<file path="src/rtl/rob_nway_pkg.sv">
// Shared definitions for the N-wide reorder buffer: sizing constants,
// the per-entry packet layout and ring-pointer arithmetic.
package rob_nway_pkg;

    localparam int ROB_SIZE = 32;
    localparam int ROB_LEN  = $clog2(ROB_SIZE);
    localparam int PRF_LEN  = 6;
    localparam int XLEN     = 32;
    localparam int AREG_LEN = 5;

    typedef struct packed {
        logic                valid;
        logic                executed;
        logic                mis_pred;
        logic [XLEN-1:0]     PC;
        logic [AREG_LEN-1:0] dest_areg_idx;
        logic [PRF_LEN-1:0]  dest_preg_idx;
    } ROB_PACKET;

    // Ring pointer advance; ROB_SIZE is a power of two so truncation is the modulo
    function automatic logic [ROB_LEN-1:0] rob_ptr_add(input logic [ROB_LEN-1:0] p, input int k);
        return p + ROB_LEN'(k);
    endfunction

endpackage

</file>
<file path="src/rtl/rob_commit_sel.sv">
// Commit prefix selector: given the ready/mispredict bits of the head window,
// picks the contiguous run of retiring lanes, the retire count and the flush.
module rob_commit_sel #(
    parameter int COMMIT_W = 2,
    parameter int M_W      = $clog2(COMMIT_W + 1)
) (
    input  logic [COMMIT_W-1:0] win_ready,
    input  logic [COMMIT_W-1:0] win_mis,
    output logic [COMMIT_W-1:0] commit_valid,
    output logic [M_W-1:0]      commit_cnt,
    output logic                flush
);

    logic blocked;

    // Walk oldest-first; stop at the first unready lane or just after a mispredicted one
    always_comb begin
        commit_valid = '0;
        commit_cnt   = '0;
        flush        = 1'b0;
        blocked      = 1'b0;
        for (int j = 0; j < COMMIT_W; j++) begin
            if (!blocked && win_ready[j]) begin
                commit_valid[j] = 1'b1;
                commit_cnt      = commit_cnt + M_W'(1);
                if (win_mis[j]) begin
                    flush   = 1'b1;
                    blocked = 1'b1;
                end
            end else begin
                blocked = 1'b1;
            end
        end
    end

endmodule

</file>
<file path="src/rtl/rob_nway.sv">
// N-wide reorder buffer: in-order multi-lane dispatch, CDB completion marking,
// in-order multi-lane retirement and flush on a retiring mispredicted branch.
// Optional build macro ROB_DEBUG_EN adds the rob_packets snapshot port and
// protocol checks on dispatch shape and completion targets.
module rob_nway
    import rob_nway_pkg::*;
#(
    parameter int DISPATCH_W = 2,
    parameter int COMMIT_W   = 2,
    parameter int CDB_W      = 2
) (
    input  logic                                 clock,
    input  logic                                 reset,
    input  logic [DISPATCH_W-1:0]                dispatch_valid,
    input  logic [DISPATCH_W-1:0][XLEN-1:0]      dispatch_PC,
    input  logic [DISPATCH_W-1:0][AREG_LEN-1:0]  dispatch_dest_areg_idx,
    input  logic [DISPATCH_W-1:0][PRF_LEN-1:0]   dispatch_dest_preg_idx,
    output logic [DISPATCH_W-1:0][ROB_LEN-1:0]   dispatch_rob_idx,
    output logic [ROB_LEN:0]                     rob_free_cnt,
    output logic                                 dispatch_accept,
    input  logic [CDB_W-1:0]                     cdb_valid,
    input  logic [CDB_W-1:0][ROB_LEN-1:0]        cdb_rob_idx,
    input  logic [CDB_W-1:0]                     cdb_mis_pred,
    output logic [COMMIT_W-1:0]                  commit_valid,
    output logic [COMMIT_W-1:0][AREG_LEN-1:0]    commit_dest_areg_idx,
    output logic [COMMIT_W-1:0][PRF_LEN-1:0]     commit_dest_preg_idx,
    output logic [COMMIT_W-1:0][XLEN-1:0]        commit_PC,
    output logic                                 rob_flush,
    output logic [ROB_LEN-1:0]                   rob_head,
    output logic [ROB_LEN-1:0]                   rob_tail,
    output logic                                 rob_empty,
    output logic                                 rob_full
`ifdef ROB_DEBUG_EN
    ,
    output ROB_PACKET [ROB_SIZE-1:0]             rob_packets
`endif
);

    localparam int CNT_W = ROB_LEN + 1;
    localparam int M_W   = $clog2(COMMIT_W + 1);

    logic [ROB_SIZE-1:0] ent_valid;
    logic [ROB_SIZE-1:0] ent_exec;
    logic [ROB_SIZE-1:0] ent_mis;
    logic [XLEN-1:0]     ent_pc   [ROB_SIZE];
    logic [AREG_LEN-1:0] ent_areg [ROB_SIZE];
    logic [PRF_LEN-1:0]  ent_preg [ROB_SIZE];

    logic [ROB_LEN-1:0]  head;
    logic [ROB_LEN-1:0]  tail;
    logic [CNT_W-1:0]    count;

    logic [CNT_W-1:0]    disp_n;
    logic [COMMIT_W-1:0] win_ready;
    logic [COMMIT_W-1:0] win_mis;
    logic [M_W-1:0]      commit_cnt;
    logic [ROB_LEN-1:0]  head_next;

    // Group size; acceptance uses the registered count so freed slots are not reused this cycle
    always_comb begin
        disp_n = '0;
        for (int k = 0; k < DISPATCH_W; k++) begin
            disp_n = disp_n + CNT_W'(dispatch_valid[k]);
        end
    end

    assign rob_free_cnt    = CNT_W'(ROB_SIZE) - count;
    assign dispatch_accept = (disp_n <= rob_free_cnt) && !rob_flush;
    assign rob_empty       = (count == '0);
    assign rob_full        = (count == CNT_W'(ROB_SIZE));
    assign rob_head        = head;
    assign rob_tail        = tail;
    assign head_next       = head + ROB_LEN'(commit_cnt);

    // Lane slot indices from tail and the head window gathered for retirement
    always_comb begin
        for (int k = 0; k < DISPATCH_W; k++) begin
            dispatch_rob_idx[k] = rob_ptr_add(tail, k);
        end
        for (int j = 0; j < COMMIT_W; j++) begin
            win_ready[j]            = ent_valid[rob_ptr_add(head, j)] && ent_exec[rob_ptr_add(head, j)]
                                      && (CNT_W'(j) < count);
            win_mis[j]              = ent_mis[rob_ptr_add(head, j)];
            commit_dest_areg_idx[j] = ent_areg[rob_ptr_add(head, j)];
            commit_dest_preg_idx[j] = ent_preg[rob_ptr_add(head, j)];
            commit_PC[j]            = ent_pc[rob_ptr_add(head, j)];
        end
    end

    rob_commit_sel #(
        .COMMIT_W (COMMIT_W),
        .M_W      (M_W)
    ) u_commit_sel (
        .win_ready    (win_ready),
        .win_mis      (win_mis),
        .commit_valid (commit_valid),
        .commit_cnt   (commit_cnt),
        .flush        (rob_flush)
    );

    // Pointers, occupancy and per-entry status; flush squashes everything younger than the retired branch
    always_ff @(posedge clock) begin
        if (!reset) begin
            head      <= '0;
            tail      <= '0;
            count     <= '0;
            ent_valid <= '0;
            ent_exec  <= '0;
            ent_mis   <= '0;
        end else if (rob_flush) begin
            head      <= head_next;
            tail      <= head_next;
            count     <= '0;
            ent_valid <= '0;
        end else begin
            head  <= head_next;
            if (dispatch_accept) begin
                tail <= tail + ROB_LEN'(disp_n);
            end
            count <= count + (dispatch_accept ? disp_n : CNT_W'(0)) - CNT_W'(commit_cnt);
            for (int i = 0; i < CDB_W; i++) begin
                if (cdb_valid[i] && ent_valid[cdb_rob_idx[i]]) begin
                    ent_exec[cdb_rob_idx[i]] <= 1'b1;
                    if (cdb_mis_pred[i]) begin
                        ent_mis[cdb_rob_idx[i]] <= 1'b1;
                    end
                end
            end
            for (int j = 0; j < COMMIT_W; j++) begin
                if (commit_valid[j]) begin
                    ent_valid[rob_ptr_add(head, j)] <= 1'b0;
                end
            end
            for (int k = 0; k < DISPATCH_W; k++) begin
                if (dispatch_accept && dispatch_valid[k]) begin
                    ent_valid[rob_ptr_add(tail, k)] <= 1'b1;
                    ent_exec[rob_ptr_add(tail, k)]  <= 1'b0;
                    ent_mis[rob_ptr_add(tail, k)]   <= 1'b0;
                end
            end
        end
    end

    // Entry payload capture on accepted dispatch; payload is meaningless until valid is set
    always_ff @(posedge clock) begin
        for (int k = 0; k < DISPATCH_W; k++) begin
            if (dispatch_accept && dispatch_valid[k]) begin
                ent_pc[rob_ptr_add(tail, k)]   <= dispatch_PC[k];
                ent_areg[rob_ptr_add(tail, k)] <= dispatch_dest_areg_idx[k];
                ent_preg[rob_ptr_add(tail, k)] <= dispatch_dest_preg_idx[k];
            end
        end
    end

`ifdef ROB_DEBUG_EN
    // Expose every entry for inspection
    always_comb begin
        for (int i = 0; i < ROB_SIZE; i++) begin
            rob_packets[i] = '{valid: ent_valid[i], executed: ent_exec[i], mis_pred: ent_mis[i],
                               PC: ent_pc[i], dest_areg_idx: ent_areg[i], dest_preg_idx: ent_preg[i]};
        end
    end

    // Flag a gapped dispatch group and completions aimed at empty slots
    always_ff @(posedge clock) begin
        if (reset) begin
            assert ((dispatch_valid & (dispatch_valid + DISPATCH_W'(1))) == '0)
                else $error("rob_nway: non-contiguous dispatch_valid %b", dispatch_valid);
            for (int i = 0; i < CDB_W; i++) begin
                assert (!(cdb_valid[i] && !ent_valid[cdb_rob_idx[i]]))
                    else $error("rob_nway: CDB port %0d targets invalid entry %0d", i, cdb_rob_idx[i]);
            end
        end
    end
`endif

endmodule

</file>
<file path="config.mk">
export PLATFORM = sky130hd
export DESIGN_NAME = rob_nway
export DESIGN_NICKNAME = d
export VERILOG_FILES = /design/src/rtl/rob_nway_pkg.sv /design/src/rtl/rob_commit_sel.sv /design/src/rtl/rob_nway.sv
export SDC_FILE = /design/constraint.sdc
export NUM_CORES = 2
export LEC_CHECK = 0
export CORE_ASPECT_RATIO = 0.9
export CORE_MARGIN = 2
export CORE_UTILIZATION = 55
export CTS_CLUSTER_DIAMETER = 200
export CTS_CLUSTER_SIZE = 16
export DETAILED_ROUTE_END_ITERATION = 12
export PLACE_DENSITY_LB_ADDON = 0.05
export SYNTH_ARGS = -nofsm -noshare
export SYNTH_HDL_FRONTEND = slang
export SYNTH_SLANG_ARGS = --single-unit
</file>
<file path="constraint.sdc">
create_clock -name clock -period 15.9 [get_ports clock]
set_input_delay 3.18 -clock clock [delete_from_list [all_inputs] [get_ports clock]]
set_output_delay 3.18 -clock clock [all_outputs]
set_load 0.05 [all_outputs]
</file>
==> results.sh <==
export IMPL_outcome="complete, no violations"
export IMPL_drv_slew=0
export IMPL_endpoint_kind="output pin"
export IMPL_core_area_sq_mm=0.161
export IMPL_tns_ns=0
export IMPL_synth_nets=5758
export IMPL_critPathMaxFanout=83
export IMPL_rsz0062_at_grt="no"
export IMPL_ant_nets=0
export IMPL_dp_slack_ns=6.14
export IMPL_grtUsageMet1_pct=52.9
export IMPL_clock_sinks=1488
export IMPL_met3_usage_pct=9.36
export IMPL_syn_area_per_cell_sq_um=15.8
export IMPL_final_common_cell="edfxtp_1"
export IMPL_final_cell_area_sq_mm=0.0948
export IMPL_start_util_pct=55.2
export IMPL_synth_edf_count=1376
export IMPL_most_common_layout_cells="1376 x edfxtp_1, 1008 x mux2_2, 774 x mux4_2"
export IMPL_first_global_vias=56800
export IMPL_grt_first_pass_wirelength_um=450000
export IMPL_wl_um=324000
export IMPL_r2r_cells=12
export IMPL_synth_seq_cells=1488
export IMPL_numCtsBuffers=102
export IMPL_required_ns=12.72
export IMPL_die_area_sq_mm=0.165
export IMPL_arrival_ns=7.43
export IMPL_grt_max_degree=141
export IMPL_wl_per_cell_um=42.9
export IMPL_place_inst=7419
export IMPL_syn2layout_area_growth_pct=6.46
export IMPL_drv_cap=0
export IMPL_syn_inst=5621
export IMPL_cts_htree_levels=3
export IMPL_fin_nets=5530
export IMPL_rows=140
export IMPL_track_usage_pct=38.8
export IMPL_die_h_um=386
export IMPL_hold_violations=0
export IMPL_drtIter0Drc=9309
export IMPL_cts_hold_buffers=0
export IMPL_syn_area_sq_mm=0.0891
export IMPL_dr_pass1_iters=9
export IMPL_ys_async_sr_fraction_pct=0
export IMPL_gp_congestion=0.970
export IMPL_ir_drop_v=0.000121
export IMPL_routed_via_count=59000
export IMPL_tritoncts="yes"
export IMPL_ctsResizeCount=0
export IMPL_dp_hpwl_um=175000
export IMPL_p_comb_share_pct=22.7
export IMPL_grt_use_met2_pct=59.0
export IMPL_tightest_slew_ns=1.38
export IMPL_synth_distinct_cells=72
export IMPL_yosysSeqAreaShare_pct=48.9
export IMPL_placed_area_sq_mm=0.0921
export IMPL_min_path_type="flip-flop to flip-flop"
export IMPL_p_switching_mw=2.90
export IMPL_clock_latency_ns=0.78
export IMPL_power_leakage_nw=28.0
export IMPL_worstHoldPathCells=1
export IMPL_cts_root_buffer="clkbuf_16"
export IMPL_max_freq_mhz=94.2
export IMPL_crit_chain="ha_1 > nand3_1 > xor2_4 > buf_4 > nor2_1 > a32oi_1 > a31o_4 > nand2_1 > inv_6 > clkdlybuf4s50_1"
export IMPL_fin_crit_sh_pct=66.8
export IMPL_power_density_mw_per_mm2=98.7
export IMPL_swShare_pct=31.0
export IMPL_drc=0
export IMPL_p_seq_share_pct=49.7
export IMPL_p_int_mw=6.45
export IMPL_top_usage_layer="met2"
export IMPL_design_portCount=222
export IMPL_antenna_found_initial=19
export IMPL_worstSetupPathType="flip-flop to output pin"
export IMPL_setup_viol=0
export IMPL_clk_path_buf_depth=3
export IMPL_finClkSkew_ns=0.0373
export IMPL_portBuffers=221
export IMPL_synthFlopType="edfxtp_1"
export IMPL_overflow=0
export IMPL_slowest_stage="clkdlybuf4s50_1"
export IMPL_die_w_um=428
export IMPL_slew_headroom_pct=7.94
export IMPL_max_stage_delay_ns=0.95
export IMPL_instances_no_fill=7554
export IMPL_power_frac_clock_pct=27.6
export IMPL_clk_pin_slew_ns=0.09
export IMPL_vias_per_cell=7.81
export IMPL_start_kind="flip-flop"
export IMPL_postCtsSetupRepairBufs=0
export IMPL_drive_gt1_share_pct=41.1
export IMPL_ys_warn_count=0
export IMPL_fin_crit_ns=10.61
export IMPL_final_setup_worst_slack_ns=5.29
-- layout make-up --
| type | count | area [sq um] |
|---|---|---|
| clock buffer | 120 | 2640 |
| clock inverter | 6 | 90.1 |
| multi-input combinational | 3367 | 42100 |
| timing repair buffer | 399 | 3570 |
| sequential | 1488 | 43600 |
| tap | 2130 | 2670 |
| inverter | 35 | 136 |
| fill | 12300 | 66500 |
| antenna | 9 | 22.5 |
-- sequential cells by signal (all words and copies together) (netlist names) --
name / flops
ent_areg: 160
count: 6
ent_exec: 32
rob_tail: 5
ent_pc: 1024
ent_valid: 32
ent_mis: 32
rob_head: 5
ent_preg: 192
-- through the flow --
| stage | util [%] | total power [mW] | hold WS, ns |
|---|---|---|---|
| 2_1_floorplan | - | 6.01 | 0.492 |
| 3_3_place_gp | 57.1 | 6.80 | 0.530 |
| 3_5_place_dp | 57.1 | 6.82 | 0.536 |
| 4_1_cts | 58.8 | 9.33 | 0.555 |
| 5_1_grt | 58.8 | 9.56 | 0.578 |
| 6_report | 58.8 | 9.36 | 0.558 |
-- cell usage after synthesis (5+ instances only) --
cell type  count  share of area, %
a2111oi_4     32              0.99
a211oi_1      34              0.29
a21oi_1       81              0.46
a221oi_1       5             0.049
a222oi_1      13              0.15
a22oi_1      249               2.1
and3_1        15              0.11
and3b_1        5             0.049
and4b_1        6             0.067
buf_1         86              0.36
buf_2         85              0.48
buf_4         10             0.084
buf_6        104               1.3
clkbuf_1     445               1.9
dfxtp_1      112               2.5
edfxtp_1    1376                46
ha_1          29              0.41
inv_1         32              0.13
mux2_1       374               4.7
mux2_2      1008                13
mux2i_1       44              0.49
mux4_2       774                20
nand2_1      234              0.99
nand2b_1       7             0.049
nand3_1       49              0.28
nand4_1       48              0.34
nor2_1        65              0.27
nor3_1        16             0.090
nor3b_1        8             0.067
nor4bb_1       5             0.056
o211ai_1      25              0.21
o21ai_0       57              0.32
o221a_2       64              0.81
o221ai_1      30              0.29
o22ai_1       11             0.077
xnor2_1       15              0.15
xor2_1         7             0.069
-- layer usage --
| layer | share of wire [%] | wire length, um |
|---|---|---|
| met1 | 37 | 120000 |
| met4 | 5.7 | 18400 |
| met2 | 45 | 146000 |
| met3 | 12 | 39100 |
| met5 | 0.051 | 165 |
-- logic make-up after synthesis --
kind of cell    Yosys count  synth area share, %
flops                  1488                 48.9
xor+xnor                 23                0.235
fa+ha+maj                33                0.497
buf+inv                 766                 4.27
simple gates            482                 2.56
mux                    2200                 37.5
compound gates          629                 6.00
-- worst paths after layout --
path,start,endpoint,slack [ns]
setup / recovery,rob_head[0],rob_flush,5.29
hold / removal,ent_mis[12],ent_mis[12],0.56
setup reg to reg,rob_head[0],ent_preg[26][1],7.94
hold reg to reg,ent_mis[12],ent_mis[12],0.56
-- power groups by stage --
stage / clock network (mW) / logic, mW / registers, mW
floorplan: 0 / 1.30 / 4.71
global placement: 0 / 2.08 / 4.72
detailed placement: 0 / 2.09 / 4.73
CTS: 2.59 / 2.09 / 4.64
global route: 2.71 / 2.18 / 4.67
finish: 2.58 / 2.13 / 4.65
-- worst max-delay path: cells and delay by family (launching register included) --
family	cells	cell delay (ns)
flops	1	0.69
compound gates	2	0.99
xor+xnor	1	0.74
buf+inv	3	2.43
fa+ha+maj	1	0.69
simple gates	3	1.04
No activity file was read; power rests on OpenSTA's default activity.
